$ cat config.mk
export PLATFORM = sky130hd
export DESIGN_NAME = bsg_axil_host_master
export DESIGN_NICKNAME = d
export VERILOG_FILES = /design/src/rtl/bsg_axil_host_pkg.sv /design/src/rtl/bsg_axil_host_channel_ctr.sv /design/src/rtl/bsg_fifo_1r1w_small.sv /design/src/rtl/bsg_axil_host_master.sv
export SDC_FILE = /design/constraint.sdc
export NUM_CORES = 1
export LEC_CHECK = 0
export ABC_AREA = 1
export BUFFER_PORTS_ARGS = -buffer_cell sky130_fd_sc_hd__buf_2
export CAP_MARGIN = 5
export CORE_MARGIN = 4
export CORE_UTILIZATION = 40
export DETAILED_ROUTE_END_ITERATION = 7
export GPL_TIMING_DRIVEN = 0
export HOLD_SLACK_MARGIN = 0.12
export PLACE_DENSITY = 0.59
export SLEW_MARGIN = 20
export SYNTH_ARGS = -nofsm -noshare
export SYNTH_HDL_FRONTEND = slang
export SYNTH_SLANG_ARGS = --single-unit
$ cat constraint.sdc
create_clock -name aclk_i -period 8.4 [get_ports aclk_i]
set_input_delay 0.84 -clock aclk_i [delete_from_list [all_inputs] [get_ports aclk_i]]
set_output_delay 0.84 -clock aclk_i [all_outputs]
set_load 0.01 [all_outputs]
$ cat src/rtl/bsg_axil_host_pkg.sv
// Shared types and helpers for the AXI4-Lite host master: response codes,
// protection default and a clog2 that never returns a zero width.
package bsg_axil_host_pkg;

  typedef enum logic [1:0] {
    e_axil_okay   = 2'b00,
    e_axil_exokay = 2'b01,
    e_axil_slverr = 2'b10,
    e_axil_decerr = 2'b11
  } axil_resp_e;

  localparam logic [2:0] axil_prot_gp = 3'b000;

  function automatic int safe_clog2(input int n);
    return (n <= 1) ? 1 : $clog2(n);
  endfunction

endpackage

$ cat src/rtl/bsg_axil_host_channel_ctr.sv
// Per-channel outstanding-transaction counter with issue credit and a
// sticky response-timeout watchdog.
module bsg_axil_host_channel_ctr
  import bsg_axil_host_pkg::*;
#(
  parameter int max_outstanding_p = 2,
  parameter int timeout_p         = 1024
) (
  input  logic clk_i,
  input  logic reset_i,
  input  logic issue_i,
  input  logic resp_i,
  output logic credit_o,
  output logic timeout_o
);
  localparam int cnt_w_lp = safe_clog2(max_outstanding_p + 1);

  logic [cnt_w_lp-1:0] cnt_q, cnt_d;

  // Simultaneous issue and response cancel; a stray response saturates at 0.
  always_comb begin
    cnt_d = cnt_q;
    if (issue_i & ~resp_i)                        cnt_d = cnt_q + cnt_w_lp'(1);
    else if (resp_i & ~issue_i & (cnt_q != '0))   cnt_d = cnt_q - cnt_w_lp'(1);
  end

  assign credit_o = (cnt_q < cnt_w_lp'(max_outstanding_p));

  always_ff @(posedge clk_i or posedge reset_i) begin
    if (reset_i) cnt_q <= '0;
    else         cnt_q <= cnt_d;
  end

  always @(posedge clk_i) begin
    if (!reset_i && resp_i) assert (cnt_q != '0);
  end

  if (timeout_p == 0) begin : g_no_wd
    assign timeout_o = 1'b0;
  end else begin : g_wd
    localparam int tmr_w_lp = safe_clog2(timeout_p + 1);
    logic [tmr_w_lp-1:0] tmr_q, tmr_d;
    logic                flag_q, flag_d;

    always_comb begin
      tmr_d  = tmr_q;
      flag_d = flag_q;
      if ((cnt_q == '0) || resp_i)              tmr_d = '0;
      else if (tmr_q != tmr_w_lp'(timeout_p))   tmr_d = tmr_q + tmr_w_lp'(1);
      if (tmr_d == tmr_w_lp'(timeout_p))        flag_d = 1'b1;
    end

    always_ff @(posedge clk_i or posedge reset_i) begin
      if (reset_i) begin
        tmr_q  <= '0;
        flag_q <= 1'b0;
      end else begin
        tmr_q  <= tmr_d;
        flag_q <= flag_d;
      end
    end

    assign timeout_o = flag_q;
  end

endmodule

$ cat src/rtl/bsg_fifo_1r1w_small.sv
// Small circular-buffer FIFO, registered output (no same-cycle bypass),
// valid/ready on the input and valid/yumi on the output.
module bsg_fifo_1r1w_small
  import bsg_axil_host_pkg::*;
#(
  parameter int width_p = 8,
  parameter int els_p   = 4
) (
  input  logic               clk_i,
  input  logic               reset_i,
  input  logic               v_i,
  output logic               ready_o,
  input  logic [width_p-1:0] data_i,
  output logic               v_o,
  output logic [width_p-1:0] data_o,
  input  logic               yumi_i
);
  localparam int ptr_w_lp = safe_clog2(els_p);
  localparam int cnt_w_lp = safe_clog2(els_p + 1);

  logic [width_p-1:0]  mem_r [els_p];
  logic [ptr_w_lp-1:0] wptr_q, wptr_d, rptr_q, rptr_d;
  logic [cnt_w_lp-1:0] cnt_q, cnt_d;
  logic                enq, deq;

  assign ready_o = (cnt_q != cnt_w_lp'(els_p));
  assign v_o     = (cnt_q != '0);
  assign data_o  = mem_r[rptr_q];
  assign enq     = v_i & ready_o;
  assign deq     = yumi_i & v_o;

  always_comb begin
    wptr_d = wptr_q;
    rptr_d = rptr_q;
    cnt_d  = cnt_q;
    if (enq) wptr_d = (wptr_q == ptr_w_lp'(els_p - 1)) ? '0 : wptr_q + ptr_w_lp'(1);
    if (deq) rptr_d = (rptr_q == ptr_w_lp'(els_p - 1)) ? '0 : rptr_q + ptr_w_lp'(1);
    if (enq & ~deq)      cnt_d = cnt_q + cnt_w_lp'(1);
    else if (deq & ~enq) cnt_d = cnt_q - cnt_w_lp'(1);
  end

  always_ff @(posedge clk_i or posedge reset_i) begin
    if (reset_i) begin
      wptr_q <= '0;
      rptr_q <= '0;
      cnt_q  <= '0;
    end else begin
      wptr_q <= wptr_d;
      rptr_q <= rptr_d;
      cnt_q  <= cnt_d;
    end
  end

  // Storage needs no reset; occupancy is tracked by cnt_q.
  always_ff @(posedge clk_i) begin
    if (enq) mem_r[wptr_q] <= data_i;
  end

  always @(posedge clk_i) begin
    if (!reset_i) assert (!(yumi_i && !v_o));
  end

endmodule

$ cat src/rtl/bsg_axil_host_master.sv
// AXI4-Lite master driven by host-side command FIFOs; write and read channels
// run independently, each with credit-limited issue and queued responses.
module bsg_axil_host_master
  import bsg_axil_host_pkg::*;
#(
  parameter int addr_width_p      = 32,
  parameter int data_width_p      = 32,
  parameter int cmd_els_p         = 4,
  parameter int resp_els_p        = 4,
  parameter int max_outstanding_p = 2,
  parameter int timeout_p         = 1024
) (
  input  logic                      aclk_i,
  input  logic                      areset_i,
  input  logic                      wr_cmd_v_i,
  input  logic [addr_width_p-1:0]   wr_cmd_addr_i,
  input  logic [data_width_p-1:0]   wr_cmd_data_i,
  input  logic [data_width_p/8-1:0] wr_cmd_strb_i,
  output logic                      wr_cmd_ready_o,
  input  logic                      rd_cmd_v_i,
  input  logic [addr_width_p-1:0]   rd_cmd_addr_i,
  output logic                      rd_cmd_ready_o,
  output logic                      wr_resp_v_o,
  output logic [1:0]                wr_resp_o,
  input  logic                      wr_resp_yumi_i,
  output logic                      rd_resp_v_o,
  output logic [data_width_p-1:0]   rd_resp_data_o,
  output logic [1:0]                rd_resp_o,
  input  logic                      rd_resp_yumi_i,
  output logic [1:0]                timeout_o,
  output logic [addr_width_p-1:0]   awaddr_o,
  output logic [2:0]                awprot_o,
  output logic                      awvalid_o,
  input  logic                      awready_i,
  output logic [data_width_p-1:0]   wdata_o,
  output logic [data_width_p/8-1:0] wstrb_o,
  output logic                      wvalid_o,
  input  logic                      wready_i,
  input  logic [1:0]                bresp_i,
  input  logic                      bvalid_i,
  output logic                      bready_o,
  output logic [addr_width_p-1:0]   araddr_o,
  output logic [2:0]                arprot_o,
  output logic                      arvalid_o,
  input  logic                      arready_i,
  input  logic [data_width_p-1:0]   rdata_i,
  input  logic [1:0]                rresp_i,
  input  logic                      rvalid_i,
  output logic                      rready_o
);
  localparam int strb_w_lp = data_width_p / 8;

  // Widths follow the module parameters, so the record layouts live here.
  typedef struct packed {
    logic [addr_width_p-1:0] addr;
    logic [data_width_p-1:0] data;
    logic [strb_w_lp-1:0]    strb;
  } wr_cmd_s;

  typedef struct packed {
    logic [addr_width_p-1:0] addr;
  } rd_cmd_s;

  typedef struct packed {
    logic [data_width_p-1:0] data;
    axil_resp_e              resp;
  } rd_resp_s;

  logic     live;
  wr_cmd_s  wr_cmd_in, wr_head;
  rd_cmd_s  rd_cmd_in, rd_head;
  rd_resp_s rd_resp_in, rd_resp_head;
  logic     wr_fifo_ready, wr_fifo_v, wr_deq, wr_credit;
  logic     rd_fifo_ready, rd_fifo_v, rd_deq, rd_credit;
  logic     b_fifo_ready, b_fifo_v, r_fifo_ready, r_fifo_v;
  logic     wr_issue_ok, aw_hs, w_hs, b_hs, r_hs;
  logic     aw_sent_q, aw_sent_d, w_sent_q, w_sent_d;
  logic     wr_to, rd_to;

  assign live = ~areset_i;

  assign wr_cmd_in  = '{addr: wr_cmd_addr_i, data: wr_cmd_data_i, strb: wr_cmd_strb_i};
  assign rd_cmd_in  = '{addr: rd_cmd_addr_i};
  assign rd_resp_in = '{data: rdata_i, resp: axil_resp_e'(rresp_i)};

  bsg_fifo_1r1w_small #(.width_p($bits(wr_cmd_s)), .els_p(cmd_els_p)) u_wr_fifo (
    .clk_i(aclk_i), .reset_i(areset_i), .v_i(wr_cmd_v_i), .ready_o(wr_fifo_ready),
    .data_i(wr_cmd_in), .v_o(wr_fifo_v), .data_o(wr_head), .yumi_i(wr_deq));

  bsg_fifo_1r1w_small #(.width_p($bits(rd_cmd_s)), .els_p(cmd_els_p)) u_rd_fifo (
    .clk_i(aclk_i), .reset_i(areset_i), .v_i(rd_cmd_v_i), .ready_o(rd_fifo_ready),
    .data_i(rd_cmd_in), .v_o(rd_fifo_v), .data_o(rd_head), .yumi_i(rd_deq));

  bsg_fifo_1r1w_small #(.width_p(2), .els_p(resp_els_p)) u_b_fifo (
    .clk_i(aclk_i), .reset_i(areset_i), .v_i(b_hs), .ready_o(b_fifo_ready),
    .data_i(bresp_i), .v_o(b_fifo_v), .data_o(wr_resp_o), .yumi_i(wr_resp_yumi_i));

  bsg_fifo_1r1w_small #(.width_p($bits(rd_resp_s)), .els_p(resp_els_p)) u_r_fifo (
    .clk_i(aclk_i), .reset_i(areset_i), .v_i(r_hs), .ready_o(r_fifo_ready),
    .data_i(rd_resp_in), .v_o(r_fifo_v), .data_o(rd_resp_head), .yumi_i(rd_resp_yumi_i));

  // Credit only shrinks on this channel's own dequeue, so a raised valid
  // cannot lose its credit before its handshake completes.
  assign wr_issue_ok = wr_fifo_v & wr_credit & live;
  assign awvalid_o   = wr_issue_ok & ~aw_sent_q;
  assign wvalid_o    = wr_issue_ok & ~w_sent_q;
  assign aw_hs       = awvalid_o & awready_i;
  assign w_hs        = wvalid_o & wready_i;
  assign wr_deq      = (aw_sent_q | aw_hs) & (w_sent_q | w_hs);

  always_comb begin
    aw_sent_d = aw_sent_q;
    w_sent_d  = w_sent_q;
    if (wr_deq) begin
      aw_sent_d = 1'b0;
      w_sent_d  = 1'b0;
    end else begin
      if (aw_hs) aw_sent_d = 1'b1;
      if (w_hs)  w_sent_d  = 1'b1;
    end
  end

  always_ff @(posedge aclk_i or posedge areset_i) begin
    if (areset_i) begin
      aw_sent_q <= 1'b0;
      w_sent_q  <= 1'b0;
    end else begin
      aw_sent_q <= aw_sent_d;
      w_sent_q  <= w_sent_d;
    end
  end

  assign arvalid_o = rd_fifo_v & rd_credit & live;
  assign rd_deq    = arvalid_o & arready_i;

  assign bready_o = b_fifo_ready & live;
  assign rready_o = r_fifo_ready & live;
  assign b_hs     = bvalid_i & bready_o;
  assign r_hs     = rvalid_i & rready_o;

  bsg_axil_host_channel_ctr #(.max_outstanding_p(max_outstanding_p), .timeout_p(timeout_p)) u_wr_ctr (
    .clk_i(aclk_i), .reset_i(areset_i), .issue_i(wr_deq), .resp_i(b_hs),
    .credit_o(wr_credit), .timeout_o(wr_to));

  bsg_axil_host_channel_ctr #(.max_outstanding_p(max_outstanding_p), .timeout_p(timeout_p)) u_rd_ctr (
    .clk_i(aclk_i), .reset_i(areset_i), .issue_i(rd_deq), .resp_i(r_hs),
    .credit_o(rd_credit), .timeout_o(rd_to));

  assign wr_cmd_ready_o = wr_fifo_ready & live;
  assign rd_cmd_ready_o = rd_fifo_ready & live;
  assign wr_resp_v_o    = b_fifo_v & live;
  assign rd_resp_v_o    = r_fifo_v & live;
  assign rd_resp_data_o = rd_resp_head.data;
  assign rd_resp_o      = rd_resp_head.resp;
  assign timeout_o      = {rd_to, wr_to};

  assign awaddr_o = wr_head.addr;
  assign wdata_o  = wr_head.data;
  assign wstrb_o  = wr_head.strb;
  assign araddr_o = rd_head.addr;
  assign awprot_o = axil_prot_gp;
  assign arprot_o = axil_prot_gp;

endmodule

==> After elaboration in Yosys (flattened, before gate mapping) <==
Memories as Yosys holds them, arrays and structs flattened.
Cells that the tools add are included.
{ "word_totals": {"ff_bits": 58, "latch_bits": 0, "mem_bits_rw": 544, "romBits": 0, "output_inout_bits": 153, "mem_count": 4} }
{ "classes": {"add_sub_neg": 22, "n_mul": 0, "div": 0, "order_cmp": 2, "n_eq_ne": 16, "shift": 0, "n_mux": 36, "bitwise": 57, "reduce_logical": 18} }
{ "memory_table": {"columns": ["memory", "depth", "word_bits", "rd", "rd_ports_with_merged_regs", "wr", "line", "text"], "rows": [
  ["u_wr_fifo.mem_r", 4, 68, 1, 0, 1, "bsg_fifo_1r1w_small.sv:21", "logic [width_p-1:0] mem_r [els_p];"],
  ["u_r_fifo.mem_r", 4, 34, 1, 0, 1, "bsg_fifo_1r1w_small.sv:21", null],
  ["u_rd_fifo.mem_r", 4, 32, 1, 0, 1, "bsg_fifo_1r1w_small.sv:21", null],
  ["u_b_fifo.mem_r", 4, 2, 1, 0, 1, "bsg_fifo_1r1w_small.sv:21", null]
]} }
{ "ops": {"columns": ["op", "n"], "rows": [
  ["11-bit 2-to-1 mux", 4],
  ["1-bit bitwise AND", 40],
  ["2-bit 2-to-1 mux", 12],
  ["3-bit 2-to-1 mux", 8],
  ["11-bit by 1-bit adder with 11-bit output (second input constant)", 2],
  ["11-bit equality test (second input constant)", 2],
  ["11-bit != test (second input constant)", 2],
  ["2-bit by 1-bit adder with 2-bit output (second input constant)", 10],
  ["2-bit nonzero test", 10],
  ["2-bit equality test (second input constant)", 8],
  ["1-bit inverter", 15],
  ["3-bit by 1-bit adder with 3-bit output (second input constant)", 4],
  ["1-bit 2-to-1 mux", 12],
  ["3-bit != test (second input constant)", 4],
  ["3-bit nonzero test", 4],
  ["3-bit by 1-bit subtractor with 3-bit output (second input constant)", 4],
  ["2-bit zero test", 2],
  ["2-bit < comparator (second input constant)", 2],
  ["2-bit by 1-bit subtractor with 2-bit output (second input constant)", 2],
  ["1-bit logical OR", 2],
  ["1-bit bitwise OR", 2]
]} }

==> Depth between registers and ports, before layout <==
Gate-level depths: netlist (run 1).
{ "logic_depth": {"depth_word": 12, "depth_mapped": 14, "depth_no_buf": 14} }

==> Hierarchy <==
Synthesis (run 1) repeated with hierarchy kept, for this count alone.
{ "hier_totals": {"hier_cells": 2156, "area_unflattened_um2": 25343.1} }
{ "modules_own_cells": {"columns": ["module", "n_inst", "cells_per_inst", "area_each_um2"], "rows": [
  ["bsg_fifo_1r1w_small at u_wr_fifo", 1, 853, 11167.0],
  ["bsg_fifo_1r1w_small at u_r_fifo", 1, 456, 5804.3],
  ["bsg_fifo_1r1w_small at u_rd_fifo", 1, 433, 5490.3],
  ["bsg_axil_host_channel_ctr", 2, 143, 913.4],
  ["bsg_fifo_1r1w_small at u_b_fifo", 1, 83, 793.3],
  ["bsg_axil_host_master", 1, 45, 261.5]
]} }

==> Worst setup path before layout (run 1) <==
No wires, ideal clock.
{ "synth_timing": {"kind": "in2reg", "start": "input wr_cmd_v_i", "end": "memory u_wr_fifo.mem_r[0][0] (netlist name), enable pin", "arrival_ns": 3.779, "setup_slack_ns": 4.126, "cell_stages": 2, "path_buffers": 0, "path_cell_list": "o31ai_2 -> nor2_1"} }
{ "synth_via": {"elab_chain_cells": 3} }
{ "synth_rtl": {"columns": ["item", "line", "text"], "rows": [
  ["start, declared", "bsg_axil_host_master.sv:15", "input logic wr_cmd_v_i,"],
  ["1-bit bitwise AND", "bsg_fifo_1r1w_small.sv:29", "assign enq = v_i & ready_o;"],
  ["1-bit 2-to-1 mux", "bsg_fifo_1r1w_small.sv:56", "if (enq) mem_r[wptr_q] <= data_i;"],
  ["1-bit 2-to-1 mux (implied by the code)", "bsg_fifo_1r1w_small.sv:56", null],
  ["end, declared", "bsg_fifo_1r1w_small.sv:21", null]
]} }
Every way passes these cells.

==> Final worst setup path (run 1) <==
{ "layout_timing": {"start": "register u_wr_fifo.rptr_q[1]", "end": "output awaddr_o[23]"} }
{ "layout_via": {"elab_chain_cells": 1} }
{ "layout_rtl": {"columns": ["item", "line", "text"], "rows": [
  ["start, declared", "bsg_fifo_1r1w_small.sv:22", "logic [ptr_w_lp-1:0] wptr_q, wptr_d, rptr_q, rptr_d;"],
  ["start signal, assigned", "bsg_fifo_1r1w_small.sv:49", "rptr_q <= rptr_d;"],
  ["memory 4 x 68 bit", null, null],
  ["end, declared", "bsg_axil_host_master.sv:31", "output logic [addr_width_p-1:0] awaddr_o,"]
]} }
Every way passes these cells.

==> results of run 1 <==
==> worst paths after layout <==
path / start / end / slack [ns] / cells past startpoint
worst max-delay path: u_wr_fifo.rptr_q[1] / awaddr_o[23] / 4.90 / 6
worst min-delay path: areset_i / u_b_fifo.cnt_q[0] / 0.29 / 2
worst max register to register: u_wr_fifo.cnt_q[0] / u_wr_fifo.cnt_q[1] / 5.92 / 7
worst min register to register: u_wr_ctr.timeout_o / u_wr_ctr.timeout_o / 0.47 / 2
max in group asynchronous: areset_i / u_r_fifo.wptr_q[1] / 7.74 / 2
min in group aclk_i: wr_cmd_data_i[2] / u_wr_fifo.mem_r[0][6] / 0.44 / 1
==> cells in the final DEF (no fill, tap or decap), types with 14 or more instances in the layout <==
master,n
o22ai_1,136
clkinv_2,14
nand3_1,30
ha_1,28
edfxtp_1,544
clkbuf_16,63
nand2_1,106
clkinv_1,18
inv_1,96
nor2_1,326
clkbuf_1,71
buf_2,315
o21ai_0,283
dfrtp_1,58
==> power by group through the flow <==
stage	logic, mW	registers [mW]	clock network [mW]
after floorplan	1.98	4.08	0
after global placement	3.36	4.15	0
after detailed placement	3.59	4.09	0
after CTS	3.60	4.03	2.65
after global routing	3.92	4.08	2.77
final	3.53	4.03	2.58
==> flip-flops by register name, summed over array words and instances (netlist names), 2 cells and up <==
signal / cells
u_wr_fifo.mem_r: 272
u_r_fifo.mem_r: 136
u_rd_fifo.mem_r: 128
u_rd_ctr.g_wd.tmr_q: 11
u_wr_ctr.g_wd.tmr_q: 11
u_b_fifo.mem_r: 8
u_b_fifo.cnt_q: 3
u_r_fifo.cnt_q: 3
u_rd_fifo.cnt_q: 3
u_wr_fifo.cnt_q: 3
u_b_fifo.rptr_q: 2
u_b_fifo.wptr_q: 2
u_r_fifo.rptr_q: 2
u_r_fifo.wptr_q: 2
u_rd_ctr.cnt_q: 2
u_rd_fifo.rptr_q: 2
u_rd_fifo.wptr_q: 2
u_wr_ctr.cnt_q: 2
u_wr_fifo.rptr_q: 2
u_wr_fifo.wptr_q: 2
==> critical path: stages, from the launching register on <==
cell and delay (ns):
dfrtp_1 0.49, inv_1 0.27, clkbuf_1 0.45, buf_2 0.33, o21ai_0 0.13, o22ai_1 0.19
buf_2 0.17
==> routing by layer <==
layer | track usage, % | wire length, um | share of wire, % | up-vias
li1 | - | - | - | 7269
met1 | 22.0 | 23100 | 40 | 7382
met2 | 29.8 | 28100 | 49 | 426
met3 | 5.74 | 4880 | 8.5 | 107
met4 | 5.39 | 1350 | 2.3 | 22
met5 | 0 | 149 | 0.26 | -
==> per-stage QoR <==
step                setup slack [ns]  cells  utilization (%)  area, um2
CTS                             4.81   3004             48.7      28700
global placement                1.24   2869             44.4      26200
floorplan                       4.13   1804                -      23700
finish                          4.90   3013             48.7      28700
global route                    4.68   3008             48.7      28700
detailed placement              5.23   2891             45.5      26800
==> area by class of cell <==
| class | count | area (um2) | area share (%) |
|---|---|---|---|
| Antenna cell | 9 | 22.5 | 0.0784 |
| Buffer | 94 | 424 | 1.48 |
| Clock buffer | 76 | 1630 | 5.66 |
| Clock inverter | 37 | 273 | 0.950 |
| Inverter | 104 | 403 | 1.40 |
| Multi-Input combinational cell | 1004 | 5220 | 18.2 |
| Sequential cell | 602 | 17800 | 62.0 |
| Tap cell | 773 | 967 | 3.37 |
| Timing Repair Buffer | 314 | 1990 | 6.94 |
==> logic make-up (layout without fill, tap and decap cells) <==
family	Yosys count	after routing	share of synthesized area (%)
buffers and inverters	198	625	3.49
muxes	3	3	0.142
adders and majority gates	32	32	1.81
DFF	602	602	75.0
AOI/OAI and AO/OA	443	443	10.2
xor gates and xnor gates	17	17	0.628
and+or+nand+nor	503	503	8.71
other	1	15	0.0158
==> cell usage after synthesis, types with 3 or more instances <==
cell,number,area [um2]
dfrtp_1,58,1450
inv_2,4,15.0
nand4_1,6,37.5
nor2_1,338,1270
nand3_4,4,70.1
xnor2_1,7,61.3
xor2_1,10,87.6
o21ai_1,4,20.0
inv_1,96,360
buf_4,9,67.6
a21oi_1,13,65.1
clkbuf_1,58,218
o21ai_0,283,1420
mux2_2,3,33.8
nand2_4,3,33.8
nand2_1,106,398
fa_1,4,80.1
nand3_1,30,150
nor3_1,5,25.0
buf_2,23,115
o22ai_1,136,851
edfxtp_1,544,16300
nor2_2,5,31.3
ha_1,28,350
==> results.md, run 1 <==
- Mapped Cells: 1799
- I/O pin count: 300
- Layout area overhead: 21.0%
- # clock sinks: 602
- Area of the mapped netlist: 23700 um2
- Post-DP HPWL: 39.2 mm
- Worst-path clk slew: 0.06 ns
- Critical path data arrival time: 2.66 ns
- Int Power: 6.50 mW
- CP startpoint kind: register
- Synth cell types: 41
- Status: completed
- Tightest Pin Transition: 0.824 ns
- Setup TNS: 0 ns
- Critical Path RT: 7.56 ns
- Combinational power share: 34.8%
- Clock Path Buffers: 3
- Root buf cell: clkbuf_16
- Core ar.: 58900 um2
- Die Height: 252 um
- FF+latch count, synth: 602
- Hold Buf Count CTS: 0
- Synth warn: 0
- Critical path class: register to output pin
- Sequential share of the synthesized area: 75.0%
- TritonCTS clock tree: done
- Period utilization: 41.7%
- Final hold violations: 0
- H-tree depth: 2
- Slew headroom: 44.7%
- Hold WS: 0.286 ns
- EDFF count, synth: 544
- Total power: 10.1 mW
- Max Clock Skew: 0.0191 ns
- Switching part of the total power: 35.9%
- Initial antenna violation count: 19
- Worst-skew pair later-pin latency: 0.62 ns
- Crit. End Element: output pin
- First-pass GRT wire length: 88.3 mm
- CP max FO: 10
- IR Drop Worst-Case VDD: 0.224 mV
- Global Route Usage Sum: 17.7%
- Synth Flop Type: edfxtp_1
- Largest net degree at the start of global routing: 62
- Fin nets: 2360
- Routed len/inst: 19.1 um
- Fill count: 5121
- Total CTS buffers: 61
- Gpl congestion: 0.786
- HP Class: input port to async pin
- Max-cap violations: 0
- Period minus WS final: 3.50 ns
- Final ANT Viol Nets: 0
- Post-DR vias/cell: 5.05
- 1st-pass router iterations: 5
- Power Dens Cells: 353 nW/um2
- Share of cells above drive strength 1: 21.2%
- Flop pwr share: 39.7%
- Leak: 10.6 nW
- Number of setup buffers added after CTS: 0
- RSZ-0062 raised after global routing: no
- DRC: 0
- Final wirelength: 57.6 mm
- Full die area: 63300 um2
- Count of port buffers added during placement: 292
- Synth Area per Inst: 13.2 um2
- Via count: 15206
- GRT Residual Overflow: 0
- Asr flop ratio synth: 9.63%
- Clock power frac: 25.4%
- Vias in the first global route: 15511
- CTS resizes: 0
- Max-slew violation count: 0
- Fmax: 0.285 GHz
- Initial Util: 40.3%
- Switching pwr: 3.64 mW
- Final setup fails: 0
- DR iter-0 viols: 1045
- Num rows: 89
- Die W: 252 um
No activity file was read; power rests on OpenSTA's default activity.
==> inputs of run 2 (changes only) <==
--- a/config.mk
+++ b/config.mk
@@ -13,7 +13,7 @@
 export DETAILED_ROUTE_END_ITERATION = 7
 export GPL_TIMING_DRIVEN = 0
 export HOLD_SLACK_MARGIN = 0.12
-export PLACE_DENSITY = 0.59
+export PLACE_DENSITY = 0.61
 export SLEW_MARGIN = 20
 export SYNTH_ARGS = -nofsm -noshare
 export SYNTH_HDL_FRONTEND = slang
==> constraint.sdc (replaced) <==
create_clock -name aclk_i -period 2.9 [get_ports aclk_i]
set_input_delay 0.29 -clock aclk_i [delete_from_list [all_inputs] [get_ports aclk_i]]
set_output_delay 0.29 -clock aclk_i [all_outputs]
set_load 0.01 [all_outputs]
==> results.md, run 2 (same netlist as run 1, synthesis figures left out) <==
- Status: completed
- Int Power: 19.0 mW
- Clock power frac: 25.3%
- # clock sinks: 602
- RSZ-0062 raised after global routing: no
- Switching pwr: 10.7 mW
- Routed len/inst: 19.0 um
- Final WS setup: 0.154 ns
- Most common cell after layout, fill and taps aside: edfxtp_1
- Post-route core utilization: 51.2%
- Met1 Use GR: 23.2%
- Tightest Pin Transition: 0.871 ns
- Final setup fails: 0
- Largest regs: u_wr_fifo.mem_r (272), u_r_fifo.mem_r (136), u_rd_fifo.mem_r (128)
- Final wirelength: 59.8 mm
- DR iter-0 viols: 919
- Leak: 11.3 nW
- Max-slew violation count: 0
- Count of port buffers added during placement: 292
- GRT Residual Overflow: 0
- Met3 Use GR: 4.48%
- Flip-flop and latch area: 17800 um2
- Max-cap violations: 0
- HP Class: input port to register
- Global Route Usage Sum: 18.4%
- Most frequent cells in the layout: edfxtp_1 (544), nor2_1 (326), buf_2 (315)
- Share of cells above drive strength 1: 20.7%
- TritonCTS clock tree: done
- Grt peak-use layer: met2
- Worst-path clk slew: 0.06 ns
- Total power: 29.7 mW
- Full die area: 63300 um2
- Hold WS: 0.177 ns
- Fill count: 4950
- R2R depth: 7
- 1st-pass router iterations: 5
- H-tree depth: 2
- CP startpoint kind: register
- Fmax: 0.364 GHz
- Setup TNS: 0 ns
- Place WS: 0.233 ns
- Power Dens Cells: 985 nW/um2
- CP startpoint: u_wr_fifo.rptr_q[0]
- Vias in the first global route: 16406
- Total CTS buffers: 61
- Slew headroom: 41.6%
- Critical Path RT: 2.61 ns
- Die Height: 252 um
- I/O pin count: 300
- Fin nets: 2504
- Flop pwr share: 39.4%
- Area of the multi-input gates: 5220 um2
- Post-DR vias/cell: 5.09
- Crit. End Element: output pin
- Top reg by flops: u_wr_fifo.mem_r
- Core ar.: 58900 um2
- Largest net degree at the start of global routing: 62
- Worst-skew pair later-pin latency: 0.62 ns
- R2R Setup Slk: 0.36 ns
- Number of setup buffers added after CTS: 0
- Post-DP HPWL: 39.7 mm
- Die W: 252 um
- DRC: 0
- Switching part of the total power: 36.2%
- Max reg flops: 272
- Post-route cell area: 30100 um2
- Reg2reg start: u_wr_fifo.cnt_q[0]
- DP Area: 26800 um2
- IR Drop Worst-Case VDD: 0.752 mV
- Num rows: 89
- Critical path class: register to output pin
- Root buf cell: clkbuf_16
- RR Endpoint: u_wr_fifo.cnt_q[1]
- First-pass GRT wire length: 92.5 mm
- Period minus WS final: 2.75 ns
- Hold Path Depth: 4
- Initial antenna violation count: 5
- Hold EP: u_rd_ctr.cnt_q[1]
- Post-Layout Cell Count: 3147
- Clock Path Buffers: 3
- Critical path data arrival time: 2.46 ns
- Via count: 16019
- CP max FO: 10
- Met2 Usage GRT: 31.9%
- Period utilization: 94.7%
- Dpl cells: 2891
- Gpl congestion: 0.775
- Max Clock Skew: 0.0176 ns
- Final hold violations: 0
- HP Start: rvalid_i
- Initial Util: 40.3%
- Combinational power share: 35.3%
- Final ANT Viol Nets: 0
- Layout area overhead: 27.1%
run 2: cell count changes in the layout (fill, tap and decap cells not counted), sizes merged:
cell,before,now
clkinvlp,1,2
clkbuf,135,134
dlygate4sd3,0,144
diode,9,2
inv,104,105
clkinv,32,28
run 2: worst max path at each step:
stage | to | cells after the start
2_1_floorplan | u_wr_fifo.mem_r[2][0] | 4
3_3_place_gp | u_wr_fifo.mem_r[3][31] | 2
3_5_place_dp | u_r_fifo.cnt_q[2] | 10
4_1_cts | wdata_o[7] | 7
5_1_grt | wdata_o[13] | 7
6_report | wdata_o[13] | 7
run 2: metal layers:
metal,vias up,share of wire (%)
met2,463,49
met1,7898,41
li1,7558,-
met3,94,7.4
met4,6,2.2
met5,-,0.057
run 2: cell type report:
cell class / instances / share of cell area, %
flip-flops and latches: 602 / 59.0
multi-input cells: 1004 / 17.3
repair buffers: 458 / 11.3
clock buffers: 75 / 5.31
well taps: 773 / 3.21
plain buffers: 94 / 1.46
inverters: 104 / 1.34
clock inverters: 35 / 1.03
diodes: 2 / 0.0166
run 2: repair_timing:
item                       CTS  global route
hold buffers               144             0
resized for setup            5            17
pin swaps                    0             1
gates cloned                 0             0
setup endpoints to repair   12            46
hold endpoints to repair   614             0
run 2: worst max-delay path: stages, from the launching register on:
cell and delay [ns]:
dfrtp_1 0.40, buf_2 0.22, inv_1 0.09, buf_4 0.19
buf_2 0.29, nor2_1 0.08, o22ai_2 0.35, buf_2 0.21
run 2: power groups by stage:
stage | logic (mW) | clock network (mW) | registers [mW]
after floorplan | 5.75 | 0 | 11.8
after global placement | 9.71 | 0 | 12.0
after detailed placement | 10.4 | 0 | 11.9
after CTS | 10.6 | 7.69 | 11.7
after global routing | 11.5 | 8.06 | 11.8
final | 10.5 | 7.51 | 11.7
